[src/rtl/change_dispenser.sv]
// change_dispenser: releases latched quarter/dime/nickel counts as timed one-hot
// solenoid pulses (quarters first, then dimes, then nickels), keeps a running cents
// total for the current sequence and pulses done when the last coin has gone out.
//
// Ports:
//   clk, rst_n              clock (rising edge), asynchronous active-low reset
//   start                   dispense request, only honoured in IDLE
//   quarter, dime, nickel   coin counts (0..15), latched on an accepted start
//   busy                    high while a coin sequence is running
//   done                    one-cycle completion pulse
//   coin_q, coin_d, coin_n  solenoid drives, at most one high at a time
//   paid_cents              cents released so far in the current sequence
module change_dispenser #(
    parameter int unsigned PULSE_CYC = 2,
    parameter int unsigned GAP_CYC   = 3
) (
    input  logic       clk,
    input  logic       rst_n,
    input  logic       start,
    input  logic [3:0] quarter,
    input  logic [3:0] dime,
    input  logic [3:0] nickel,
    output logic       busy,
    output logic       done,
    output logic       coin_q,
    output logic       coin_d,
    output logic       coin_n,
    output logic [9:0] paid_cents
);

    typedef enum logic [1:0] {StIdle, StPulse, StGap, StDone} state_e;

    // Counter holds "cycles left minus one" in the current PULSE or GAP.
    localparam logic [7:0] PulseLoad = 8'(PULSE_CYC - 1);
    localparam logic [7:0] GapLoad   = 8'(GAP_CYC - 1);

    state_e     r_state, w_state_d;
    logic [7:0] r_cnt, w_cnt_d;
    logic [3:0] r_rem_q, r_rem_d, r_rem_n;
    logic [3:0] w_rem_q_d, w_rem_d_d, w_rem_n_d;
    logic       r_busy, w_busy_d;
    logic       r_done, w_done_d;
    logic [2:0] r_coin, w_coin_d;  // {quarter, dime, nickel}
    logic [9:0] r_paid, w_paid_d;

    // Coin selection source: live inputs on an accepted start, latched counts after.
    logic [3:0] w_src_q, w_src_d, w_src_n;
    logic       w_pick_q, w_pick_d, w_pick_n, w_any;
    logic [9:0] w_cents;

    always_comb begin
        w_src_q  = (r_state == StIdle) ? quarter : r_rem_q;
        w_src_d  = (r_state == StIdle) ? dime    : r_rem_d;
        w_src_n  = (r_state == StIdle) ? nickel  : r_rem_n;
        w_pick_q = (w_src_q != 4'd0);
        w_pick_d = !w_pick_q && (w_src_d != 4'd0);
        w_pick_n = !w_pick_q && !w_pick_d && (w_src_n != 4'd0);
        w_any    = w_pick_q || w_pick_d || w_pick_n;
        w_cents  = w_pick_q ? 10'd25 : w_pick_d ? 10'd10 : w_pick_n ? 10'd5 : 10'd0;
    end

    always_comb begin
        w_state_d = r_state;
        w_cnt_d   = r_cnt;
        w_rem_q_d = r_rem_q;
        w_rem_d_d = r_rem_d;
        w_rem_n_d = r_rem_n;
        w_busy_d  = r_busy;
        w_done_d  = 1'b0;
        w_coin_d  = r_coin;
        w_paid_d  = r_paid;

        unique case (r_state)
            StIdle: begin
                if (start) begin
                    w_paid_d = w_cents;  // cleared, plus the first coin if any
                    if (w_any) begin
                        w_state_d = StPulse;
                        w_cnt_d   = PulseLoad;
                        w_busy_d  = 1'b1;
                        w_coin_d  = {w_pick_q, w_pick_d, w_pick_n};
                        w_rem_q_d = w_src_q - {3'b000, w_pick_q};
                        w_rem_d_d = w_src_d - {3'b000, w_pick_d};
                        w_rem_n_d = w_src_n - {3'b000, w_pick_n};
                    end else begin
                        w_state_d = StDone;
                        w_done_d  = 1'b1;
                        w_busy_d  = 1'b0;
                        w_rem_q_d = quarter;
                        w_rem_d_d = dime;
                        w_rem_n_d = nickel;
                    end
                end
            end
            StPulse: begin
                if (r_cnt == 8'd0) begin
                    w_state_d = StGap;
                    w_cnt_d   = GapLoad;
                    w_coin_d  = 3'b000;
                end else begin
                    w_cnt_d = r_cnt - 8'd1;
                end
            end
            StGap: begin
                if (r_cnt != 8'd0) begin
                    w_cnt_d = r_cnt - 8'd1;
                end else if (w_any) begin
                    w_state_d = StPulse;
                    w_cnt_d   = PulseLoad;
                    w_coin_d  = {w_pick_q, w_pick_d, w_pick_n};
                    w_rem_q_d = w_src_q - {3'b000, w_pick_q};
                    w_rem_d_d = w_src_d - {3'b000, w_pick_d};
                    w_rem_n_d = w_src_n - {3'b000, w_pick_n};
                    w_paid_d  = r_paid + w_cents;
                end else begin
                    w_state_d = StDone;
                    w_done_d  = 1'b1;
                    w_busy_d  = 1'b0;
                end
            end
            StDone: begin
                w_state_d = StIdle;
            end
            default: begin
                w_state_d = StIdle;
            end
        endcase
    end

    always_ff @(posedge clk or negedge rst_n) begin
        if (!rst_n) begin
            r_state <= StIdle;
            r_cnt   <= 8'd0;
            r_rem_q <= 4'd0;
            r_rem_d <= 4'd0;
            r_rem_n <= 4'd0;
            r_busy  <= 1'b0;
            r_done  <= 1'b0;
            r_coin  <= 3'b000;
            r_paid  <= 10'd0;
        end else begin
            r_state <= w_state_d;
            r_cnt   <= w_cnt_d;
            r_rem_q <= w_rem_q_d;
            r_rem_d <= w_rem_d_d;
            r_rem_n <= w_rem_n_d;
            r_busy  <= w_busy_d;
            r_done  <= w_done_d;
            r_coin  <= w_coin_d;
            r_paid  <= w_paid_d;
        end
    end

    assign busy       = r_busy;
    assign done       = r_done;
    assign coin_q     = r_coin[2];
    assign coin_d     = r_coin[1];
    assign coin_n     = r_coin[0];
    assign paid_cents = r_paid;

endmodule
[config.mk]
export PLATFORM = sky130hd
export DESIGN_NAME = change_dispenser
export DESIGN_NICKNAME = d
export VERILOG_FILES = /design/src/rtl/change_dispenser.sv
export SDC_FILE = /design/constraint.sdc
export NUM_CORES = 1
export LEC_CHECK = 0
export CORE_MARGIN = 4
export CORE_UTILIZATION = 30
export DETAILED_ROUTE_END_ITERATION = 7
export GPL_TIMING_DRIVEN = 0
export PLACE_DENSITY = 0.51
export SYNTH_ARGS = -nofsm -noshare
export SYNTH_HDL_FRONTEND = slang
export SYNTH_SLANG_ARGS = --single-unit
[constraint.sdc]
create_clock -name clk -period 4.51 [get_ports clk]
set_input_delay 1.1275 -clock clk [delete_from_list [all_inputs] [get_ports clk]]
set_output_delay 1.1275 -clock clk [all_outputs]
set_load 0.02 [all_outputs]
==> flow_summary_export.csv, run 1 <==
group,metric,value,unit
synthesis,synthCells,291,
global_route,antenna_found_initial,0,
timing,finalSetupViolations,0,
cells_and_area,syn_to_final_growth,21.2,%
floorplanning,dieArea,10200,sq um
synthesis,synth_area,2590,sq um
global_route,grt_overflow,0,
synthesis,synth.top_cell.area_share,35.8,%
drt,num_vias,2284,
power_and_ir_drop,peakVddDrop,313,uV
timing,relSlewSlack,43.0,%
clocking,hold_buffers,0,
cells_and_area,layout-drive-gt1-share,10.6,%
critical_path,cp.arrival,4.42,ns
floorplanning,coreArea,8300,sq um
clocking,cts-root-buf,"clkbuf_8",
clocking,clock_sinks,37,
hold_path,worstHoldPathType,"flop to flop",
global_route,grt_max_degree,25,
clocking,worstSkewPairLatency,0.29,ns
timing,rsz0062_at_grt,"no",
cells_and_area,num_antenna_cells,0,
clocking,path_clk_slew,0.07,ns
drt,first_pass_iters,4,
timing,hold_viol,0,
power_and_ir_drop,p_leak,0.00131,uW
critical_path,end_kind,"flop",
critical_path,cp.required,4.68,ns
drt,detail-route-antenna-nets,0,
synthesis,syn_avg_cell_area,8.89,sq um
critical_path,crit_path_max_incr_delay,0.47,ns
floorplanning,ios,30,
placement,gp_congestion,0.776,
synthesis,synth_fp_nets,324,
synthesis,synth-seq-cells,37,
placement,dp.cells,426,
placement,place.port_buffers,29,
drt,routed_wl,6680,microns
drt,viasPerCell,5.26,
timing,drv_slew,0,
floorplanning,die_h,101,microns
floorplanning,chipWidth,101,microns
critical_path,setup.worst_path.start_class,"input pin",
drt,drc,0,
timing,fin_skew,0.0123,ns
timing,setup_ws,0.258,ns
placement,hpwl,5010,microns
drt,drt-initial-drc-count,112,
synthesis,ys_async_sr_fraction,100,%
critical_path,crit_type,"input pin to flop",
timing,min_period,4.25,ns
synthesis,synth_area_leaders,"dfrtp_1 36%, ha_1 8.2%, o21ai_0 4.6%",
critical_path,crit_fanout,7,
clocking,cts_tree,"yes",
synthesis,synth_warnings,0,
power_and_ir_drop,power_density,722,nW/um^2
timing,max_freq,0.235,GHz
cells_and_area,fin_cells,434,
synthesis,synth_flop_cell,"dfrtp_1",
timing,fin_crit_sh,94.3,%
clocking,cts_buffers,5,
global_route,grt.total_usage,14.1,%
floorplanning,start_util,31.2,%
global_route,grt_pass1_vias,2264,
placement,pre_cts_ws,-0.644,ns
clocking,htree_num_levels,2,
global_route,grt_pass1_wl,11400,microns
floorplanning,fp-row-count,33,
critical_path,crit_path_frequent_cell,"o21ai_0",
synthesis,seq_area_frac_synth,35.8,%
critical_path,path_cells,"clkdlybuf4s50_1 > o21ai_0 > o221ai_2 > nor3b_4 > or2_2 > ha_1 > inv_1 > fa_1 > nor2b_1 > o21a_1 > o21ai_0 > a221oi_2 > buf_4 > a21oi_1 > a31o_2",
synthesis,yosysUniqueCellTypes,52,
critical_path,critPathSlowestCell,"clkdlybuf4s50_1",
run,cap_viol_max_count,0,
clocking,cts_buffer_depth,2,
synthesis,synth-edff-count,0,
run_status,outcome,"completed",
synthesis,yosys.area.top_type,"dfrtp_1",
cells_and_area,fin_nets,362,
timing,tightest_slew,0.855,ns
drt,wire_per_inst,15.4,microns
-- synthesized netlist by cell type (3+ instances only) --
cell and instances:
mux2i_1 11, dfrtp_1 37, nand2_1 31, o21ai_0 24
ha_1 17, nor3b_1 9, nor2_1 30, xnor2_1 7
or3_1 3, a31o_2 3, buf_2 4, a22o_1 3
nor3_1 10, nor2b_1 4, a21o_1 3, o31ai_1 9
nand2b_1 3, a21oi_1 20, a221oi_1 4, inv_1 13
o22ai_1 5, mux2_2 3
-- registers in the layout, summed over array words and instances, names as in the netlist --
signal,flops
done,1
r_rem_q,4
r_rem_d,4
busy,1
r_cnt,8
paid_cents,10
r_coin,3
r_rem_n,4
r_state,2
-- routing by layer --
metal,vias up,wire length [microns],share of wire (%),track usage (%)
li1,1132,-,-,-
met1,1085,3310,50,20.2
met2,60,2940,44,21.3
met3,7,356,5.3,2.91
met4,0,72,1.1,4.04
met5,-,0,0,0
-- power breakdown --
group | internal [uW] | switching (uW)
combinational | 614 | 839
sequential | 457 | 113
clock | 121 | 118
total | 1190 | 1070
-- worst paths after layout --
kind / from / end / cells after the start / slack (ns)
worst max-delay path: dime[2] / paid_cents[6] / 15 / 0.26
worst min-delay path: r_cnt[7] / r_cnt[7] / 1 / 0.49
worst max register to register: r_state[0] / paid_cents[6] / 18 / 0.64
worst min register to register: r_cnt[7] / r_cnt[7] / 1 / 0.49
max in group asynchronous: rst_n / r_cnt[0] / 2 / 3.30
min in group asynchronous: rst_n / paid_cents[1] / 1 / 0.74
-- area by class of cell --
cell class,count,area (sq um)
buffer,10,57.6
sequential,37,926
clock buffer,7,86.3
multi-input combinational,231,1570
fill,841,5160
inverter,13,48.8
timing repair buffer,31,313
tap,105,131
-- critical path: cells and delay by family --
kind                       cells  cell delay [ns]
buffers and inverters          3             0.70
adders and majority gates      2             0.56
and+or+nand+nor                3             0.69
AOI/OAI and AO/OA              7             1.33
-- through the flow --
stage	hold WS [ns]	TNS (ns)	util (%)	area [sq um]	total power, uW
after floorplan	0.446	0	-	2590	1610
after global placement	0.473	-1.33	36.2	3010	1990
after detailed placement	0.472	-1.29	36.4	3020	2000
after CTS	0.487	0	37.6	3120	2270
after global routing	0.510	0	37.8	3130	2490
final	0.491	0	37.8	3130	2260
-- cells in the final DEF (no fill, tap or decap), types with 3 or more instances in the layout --
master / count
clkbuf_1: 3
nand2_1: 31
o31ai_1: 9
nor3b_1: 8
a31o_2: 3
mux2_2: 3
nor2b_1: 4
a221oi_1: 3
mux2i_1: 11
a21oi_1: 20
nand2b_1: 3
buf_4: 3
inv_1: 13
dfrtp_1: 37
o21ai_0: 24
xnor2_1: 7
clkdlybuf4s50_1: 28
a22o_1: 3
clkbuf_8: 6
nor2_1: 30
or3_1: 3
o22ai_1: 5
a21o_1: 3
buf_2: 5
nor3_1: 10
ha_1: 17
-- logic make-up after synthesis --
family                     after synthesis  synth area share (%)
adders and majority gates               18                  9.00
AOI/OAI and AO/OA                       86                  22.2
DFF                                     37                  35.8
and+or+nand+nor                        104                  20.3
buffers and inverters                   23                  4.11
xor gates and xnor gates                 9                  3.05
muxes                                   14                  5.56
-- repair_timing --
item | CTS | global route
gates cloned | 0 | 0
resized for setup | 2 | 1
endpoints found under the setup margin | 2 | 2
pin swaps | 0 | 1
buffers inserted | 0 | 1
Note: power is estimated with default switching activity, not from simulation.
==> run 2, diff against run 1 <==
--- a/config.mk
+++ b/config.mk
@@ -5,6 +5,8 @@
 export SDC_FILE = /design/constraint.sdc
 export NUM_CORES = 1
 export LEC_CHECK = 0
+export ABC_AREA = 1
+export CAP_MARGIN = 25
 export CORE_MARGIN = 4
 export CORE_UTILIZATION = 30
 export DETAILED_ROUTE_END_ITERATION = 7
==> run 2 against run 1 <==
Against the previous run:
- non-clock buffer count shrank 1
- critical path depth grew 6
- critical endpoint is now paid_cents[8]
- final area grew 11%
- register-to-register slack gained 0.30 ns
- area after synthesis grew 13%
- sequential share of layout area shrank 2.9 points
- total power grew 16%
- first-iteration DRC count shrank 0.89%
==> flow_summary_export.csv, run 2 <==
group,metric,value,unit
run_status,outcome,"completed",
power_and_ir_drop,power.internal,1210,uW
drt,first_pass_iters,4,
clocking,post_cts_buffers,0,
timing,max_freq,0.276,GHz
critical_path,worstRegToRegCells,24,
floorplanning,die_h,107,microns
floorplanning,coreArea,9370,sq um
cells_and_area,largest_register_ffs,10,
timing,hold_viol,0,
synthesis,synth.top_cell.area_share,31.7,%
timing,fin_crit_sh,80.2,%
global_route,grt_max_degree,24,
synthesis,yosys.area.top_type,"dfrtp_1",
synthesis,synth_warnings,0,
floorplanning,dieArea,11400,sq um
synthesis,synth_area_leaders,"dfrtp_1 32%, nand2_1 21%, inv_1 8.5%",
synthesis,syn_avg_cell_area,6.59,sq um
cells_and_area,final_cell_mix,"165 x nand2_1, 66 x inv_1, 40 x nand3_1",
power_and_ir_drop,peakVddDrop,342,uV
synthesis,synth-edff-count,0,
synthesis,yosysUniqueCellTypes,30,
clocking,cts_buffers,5,
power_and_ir_drop,power_density,755,nW/um^2
power_and_ir_drop,power_frac_comb,70.6,%
critical_path,crit_type,"input pin to flop",
power_and_ir_drop,p_leak,0.00188,uW
critical_path,cp.arrival,3.80,ns
drt,drc,0,
cells_and_area,final_common_cell,"nand2_1",
timing,drv_slew,0,
placement,gp_congestion,0.849,
synthesis,yosys-top-cells-count,"165 x nand2_1, 66 x inv_1, 40 x nand3_1",
synthesis,synth_area,2930,sq um
drt,routed_wl,7420,microns
placement,place.port_buffers,29,
timing,tightest_slew,0.554,ns
cells_and_area,fin_util,37.0,%
drt,viasPerCell,4.46,
floorplanning,chipWidth,107,microns
synthesis,seq_area_frac_synth,31.7,%
global_route,grt_overflow,0,
timing,hold_slack,0.476,ns
cells_and_area,layout-drive-gt1-share,8.09,%
clocking,cts-root-buf,"clkbuf_8",
critical_path,crit_fanout,5,
power_and_ir_drop,swShare,53.8,%
critical_path,setup.worst_path.start_class,"input pin",
run,cap_viol_max_count,0,
synthesis,synth_fp_nets,477,
clocking,clock_sinks,37,
placement,hpwl,5620,microns
timing,relSlewSlack,63.1,%
power_and_ir_drop,p_sw,1410,uW
clocking,cts_tree,"yes",
synthesis,synth_flop_cell,"dfrtp_1",
clocking,path_clk_slew,0.07,ns
drt,drt-initial-drc-count,111,
hold_path,hold_depth,2,
global_route,grt_pass1_vias,2649,
synthesis,yosysMostFrequentCell,"nand2_1",
global_route,grt_pass1_wl,12400,microns
drt,num_vias,2727,
clocking,hold_buffers,0,
synthesis,synth-seq-cells,37,
drt,detail-route-antenna-nets,0,
floorplanning,fp-row-count,35,
timing,rsz0062_at_grt,"no",
cells_and_area,fin_nets,514,
clocking,ctsResizeCount,0,
timing,fin_setup_tns,0,ns
floorplanning,ios,30,
clocking,cts_buffer_depth,2,
synthesis,ys_async_sr_fraction,100,%
global_route,antenna_found_initial,0,
timing,min_period,3.62,ns
timing,finalSetupViolations,0,
cells_and_area,num_antenna_cells,0,
cells_and_area,syn_to_final_growth,18.7,%
power_and_ir_drop,clkPwrFrac,8.9,%
global_route,grt.total_usage,13.4,%
synthesis,synthCells,444,
clocking,worstSkewPairLatency,0.30,ns
power_and_ir_drop,seqPwrFrac,20.4,%
clocking,htree_num_levels,2,
timing,fin_skew,0.0123,ns
critical_path,end_kind,"flop",
floorplanning,start_util,31.2,%
hold_path,worstHoldPathType,"flop to flop",
critical_path,cp.required,4.70,ns
drt,wire_per_inst,12.1,microns
run 2: power groups by stage:
stage                     combinational [uW]  clock, uW  sequential, uW
after floorplan                         1350          0             569
after global placement                  1850          0             541
after detailed placement                1860          0             543
after CTS                               1870        242             536
after global routing                    2110        255             553
final                                   1850        235             535
run 2: worst max-delay path: stages:
cell and delay (ns):
clkdlybuf4s50_1 0.42, nand2_1 0.07, nand2_1 0.09, nor2_2 0.13, nand2_2 0.13, nor2_4 0.18
nand2_1 0.17, nand2_1 0.10, ha_1 0.21, inv_1 0.07, fa_1 0.35, inv_1 0.13
nand3_1 0.08, nand3_1 0.12, nand2_1 0.09, nand2_1 0.06, nand2_1 0.05, nand2_1 0.05
nor2_1 0.03, nand2_1 0.08, nand2_1 0.04
run 2: cells by family after synthesis:
kind of cell,share of synthesized area (%)
multiplexers,0.342
flip-flops,31.7
XOR/XNOR,2.99
AO/OA/AOI/OAI,5.56
adder cells (fa/ha/maj),7.96
AND/OR/NAND/NOR,40.1
buffers and inverters,11.4
run 2: cell type report:
| class | instances | area, sq um |
|---|---|---|
| buffer | 10 | 73.8 |
| clock buffer | 8 | 80.1 |
| fill | 1037 | 5900 |
| inverter | 69 | 259 |
| multi-input combinational | 328 | 1670 |
| sequential | 37 | 926 |
| tap | 129 | 161 |
| timing repair buffer | 30 | 305 |
run 2: worst paths after layout:
| path | from | to | slack, ns |
|---|---|---|---|
| max reg2reg | r_state[0] | paid_cents[8] | 0.94 |
| max | quarter[2] | paid_cents[8] | 0.89 |
| min in group asynchronous | rst_n | r_rem_n[3] | 0.74 |
| min | r_coin[0] | r_coin[0] | 0.48 |
| min reg2reg | r_coin[0] | r_coin[0] | 0.48 |
| max in group asynchronous | rst_n | r_rem_q[3] | 3.31 |
run 2: per-layer routing:
metal	up-vias	part of all wire (%)	routed length [microns]	track usage (%)
met5	-	0	0	0
met4	0	0.86	64	2.74
met3	9	3.2	237	2.17
met2	35	48	3570	23.8
met1	1236	48	3550	17.3
li1	1447	-	-	-
run 2: stage by stage:
stage | cell area [sq um] | power, uW | setup WS (ns) | cells
2_1_floorplan | 2930 | 1920 | 1.43 | 444
3_3_place_gp | 3380 | 2400 | 0.596 | 602
3_5_place_dp | 3390 | 2400 | 0.586 | 603
4_1_cts | 3470 | 2650 | 0.889 | 611
5_1_grt | 3470 | 2920 | 0.572 | 611
6_report | 3470 | 2620 | 0.891 | 611
==> run 3, diff against run 2 <==
--- a/config.mk
+++ b/config.mk
@@ -11,7 +11,7 @@
 export CORE_UTILIZATION = 30
 export DETAILED_ROUTE_END_ITERATION = 7
 export GPL_TIMING_DRIVEN = 0
-export PLACE_DENSITY = 0.51
+export PLACE_DENSITY = 0.52
 export SYNTH_ARGS = -nofsm -noshare
 export SYNTH_HDL_FRONTEND = slang
 export SYNTH_SLANG_ARGS = --single-unit
==> constraint.sdc (replaced) <==
create_clock -name clk -period 3.3 [get_ports clk]
set_input_delay 0.825 -clock clk [delete_from_list [all_inputs] [get_ports clk]]
set_output_delay 0.825 -clock clk [all_outputs]
set_load 0.02 [all_outputs]
==> run 3 against run 2 <==
Against the previous run:
- largest cell class unchanged
- largest power group unchanged
- non-clock buffer count increased by 11
- worst setup slack lost 0.66 ns
- critical endpoint unchanged
- clock power grew 37%
==> flow_summary_export.csv, run 3 (synthesis gave the netlist of run 2 again) <==
group,metric,value,unit
run_status,outcome,"completed",
critical_path,critPathSlowestCell,"clkdlybuf4s50_1",
clocking,cts_buffers,5,
global_route,grt_pass1_wl,12700,microns
clocking,cts_tree,"yes",
floorplanning,coreArea,9370,sq um
critical_path,crit_type,"input pin to flop",
timing,tightest_slew,0.524,ns
cells_and_area,syn_to_final_growth,23.1,%
global_route,grt.total_usage,13.8,%
clocking,worstSkewPairLatency,0.30,ns
placement,place_area,3390,sq um
timing,hold_slack,0.456,ns
floorplanning,ios,30,
cells_and_area,final_common_cell,"nand2_1",
power_and_ir_drop,power_density,1050,nW/um^2
clocking,cts-root-buf,"clkbuf_8",
timing,max_freq,0.326,GHz
placement,pre_cts_ws,-0.296,ns
cells_and_area,multi_input_area,1700,sq um
critical_path,crit_path_max_incr_delay,0.43,ns
floorplanning,die_h,107,microns
critical_path,crit_path_frequent_cell,"nand2_1",
timing,min_period,3.07,ns
timing,hold_viol,0,
drt,drt-initial-drc-count,127,
floorplanning,chipWidth,107,microns
critical_path,setup.worst_path.start_class,"input pin",
floorplanning,dieArea,11400,sq um
cells_and_area,fillers,1044,
critical_path,cp.arrival,3.27,ns
cells_and_area,largest_register_ffs,10,
global_route,grt_overflow,0,
hold_path,worstHoldPathType,"input pin to async pin",
timing,fin_setup_tns,0,ns
cells_and_area,layout-drive-gt1-share,12.6,%
drt,detail-route-antenna-nets,0,
drt,drc,0,
drt,viasPerCell,4.49,
floorplanning,fp-row-count,35,
cells_and_area,final_cell_mix,"162 x nand2_1, 63 x inv_1, 39 x nand3_1",
critical_path,crit_fanout,4,
cells_and_area,num_antenna_cells,0,
timing,fin_crit_sh,93.0,%
timing,fin_skew,0.0109,ns
timing,drv_slew,0,
placement,hpwl,5710,microns
critical_path,path_cells,"clkdlybuf4s50_1 > nand2_1 > nand2_1 > nor2_2 > nand2_2 > nor2_4 > nand2_2 > nand2_2 > ha_4 > inv_1 > fa_1 > inv_2 > nand3_1 > nand3_2 > nand2_1 > nand2_1 > nand2_1 > nand2_1 > nor2_1 > nand2_1 > nand2_1",
drt,num_vias,2791,
cells_and_area,ff_latch_area,927,sq um
placement,gp_congestion,0.858,
global_route,grt_pass1_vias,2657,
global_route,antenna_found_initial,0,
drt,routed_wl,7730,microns
drt,wire_per_inst,12.4,microns
timing,finalSetupViolations,0,
cells_and_area,design_area,3600,sq um
clocking,clock_sinks,37,
drt,first_pass_iters,4,
cells_and_area,fin_nets,525,
critical_path,end_kind,"flop",
clocking,htree_num_levels,2,
floorplanning,start_util,31.2,%
clocking,path_clk_slew,0.09,ns
clocking,hold_buffers,0,
critical_path,cp.required,3.50,ns
run,cap_viol_max_count,0,
timing,setup_ws,0.230,ns
clocking,cts_buffer_depth,2,
global_route,grt_max_degree,23,
timing,relSlewSlack,65.1,%
placement,place.port_buffers,29,
power_and_ir_drop,peakVddDrop,440,uV
power_and_ir_drop,p_leak,0.00194,uW
==> run 3: worst max-delay path, delay by kind of cell <==
family                   cells  cell delay, ns
AND/OR/NAND/NOR             16            1.34
adder cells (fa/ha/maj)      2            0.51
buffers and inverters        3            0.58
==> run 3: through the flow <==
step | utilization (%) | total power (uW) | std cells
2_1_floorplan | - | 2630 | 444
3_3_place_gp | 36.0 | 3260 | 602
3_5_place_dp | 36.2 | 3300 | 603
4_1_cts | 37.2 | 3660 | 611
5_1_grt | 38.4 | 4190 | 622
6_report | 38.4 | 3770 | 622
==> run 3: report_power, final <==
part           total, uW  switching [uW]  internal, uW
registers            741             116           625
clock network        322             175           147
logic               2700            1700          1000
total               3770            1990          1770
==> run 3: repair_timing <==
action | in CTS | in global routing
pin swaps | 0 | 4
cloned | 0 | 0
gates resized for setup | 4 | 10
setup endpoints to repair | 3 | 3
buffers inserted | 0 | 11
==> run 3: layout make-up <==
type,count,area share (%)
inverters,69,7.26
flip-flops and latches,37,25.7
plain buffers,10,2.12
repair buffers,41,10.8
well taps,129,4.48
multi-input cells,328,47.3
clock buffers,6,2.02
clock inverters,2,0.278
==> run 3: path summary, 6_finish.rpt <==
kind / slack [ns] / endpoint / startpoint / depth (start not counted)
max in group asynchronous: 2.38 / r_rem_q[2] / rst_n / 2
min in group clk: 0.48 / r_coin[1] / r_coin[1] / 2
worst max-delay path: 0.23 / paid_cents[8] / quarter[2] / 21
worst max register to register: 0.27 / paid_cents[8] / r_state[1] / 24
worst min-delay path: 0.46 / r_cnt[0] / rst_n / 1
worst min register to register: 0.48 / r_coin[1] / r_coin[1] / 2
==> run 3: routing by layer <==
metal / global-route usage [%] / vias to the layer above / wire, microns
li1: - / 1467 / -
met1: 18.5 / 1292 / 3790
met2: 23.6 / 28 / 3680
met3: 2.17 / 4 / 207
met4: 2.47 / 0 / 49
met5: 0 / - / 0
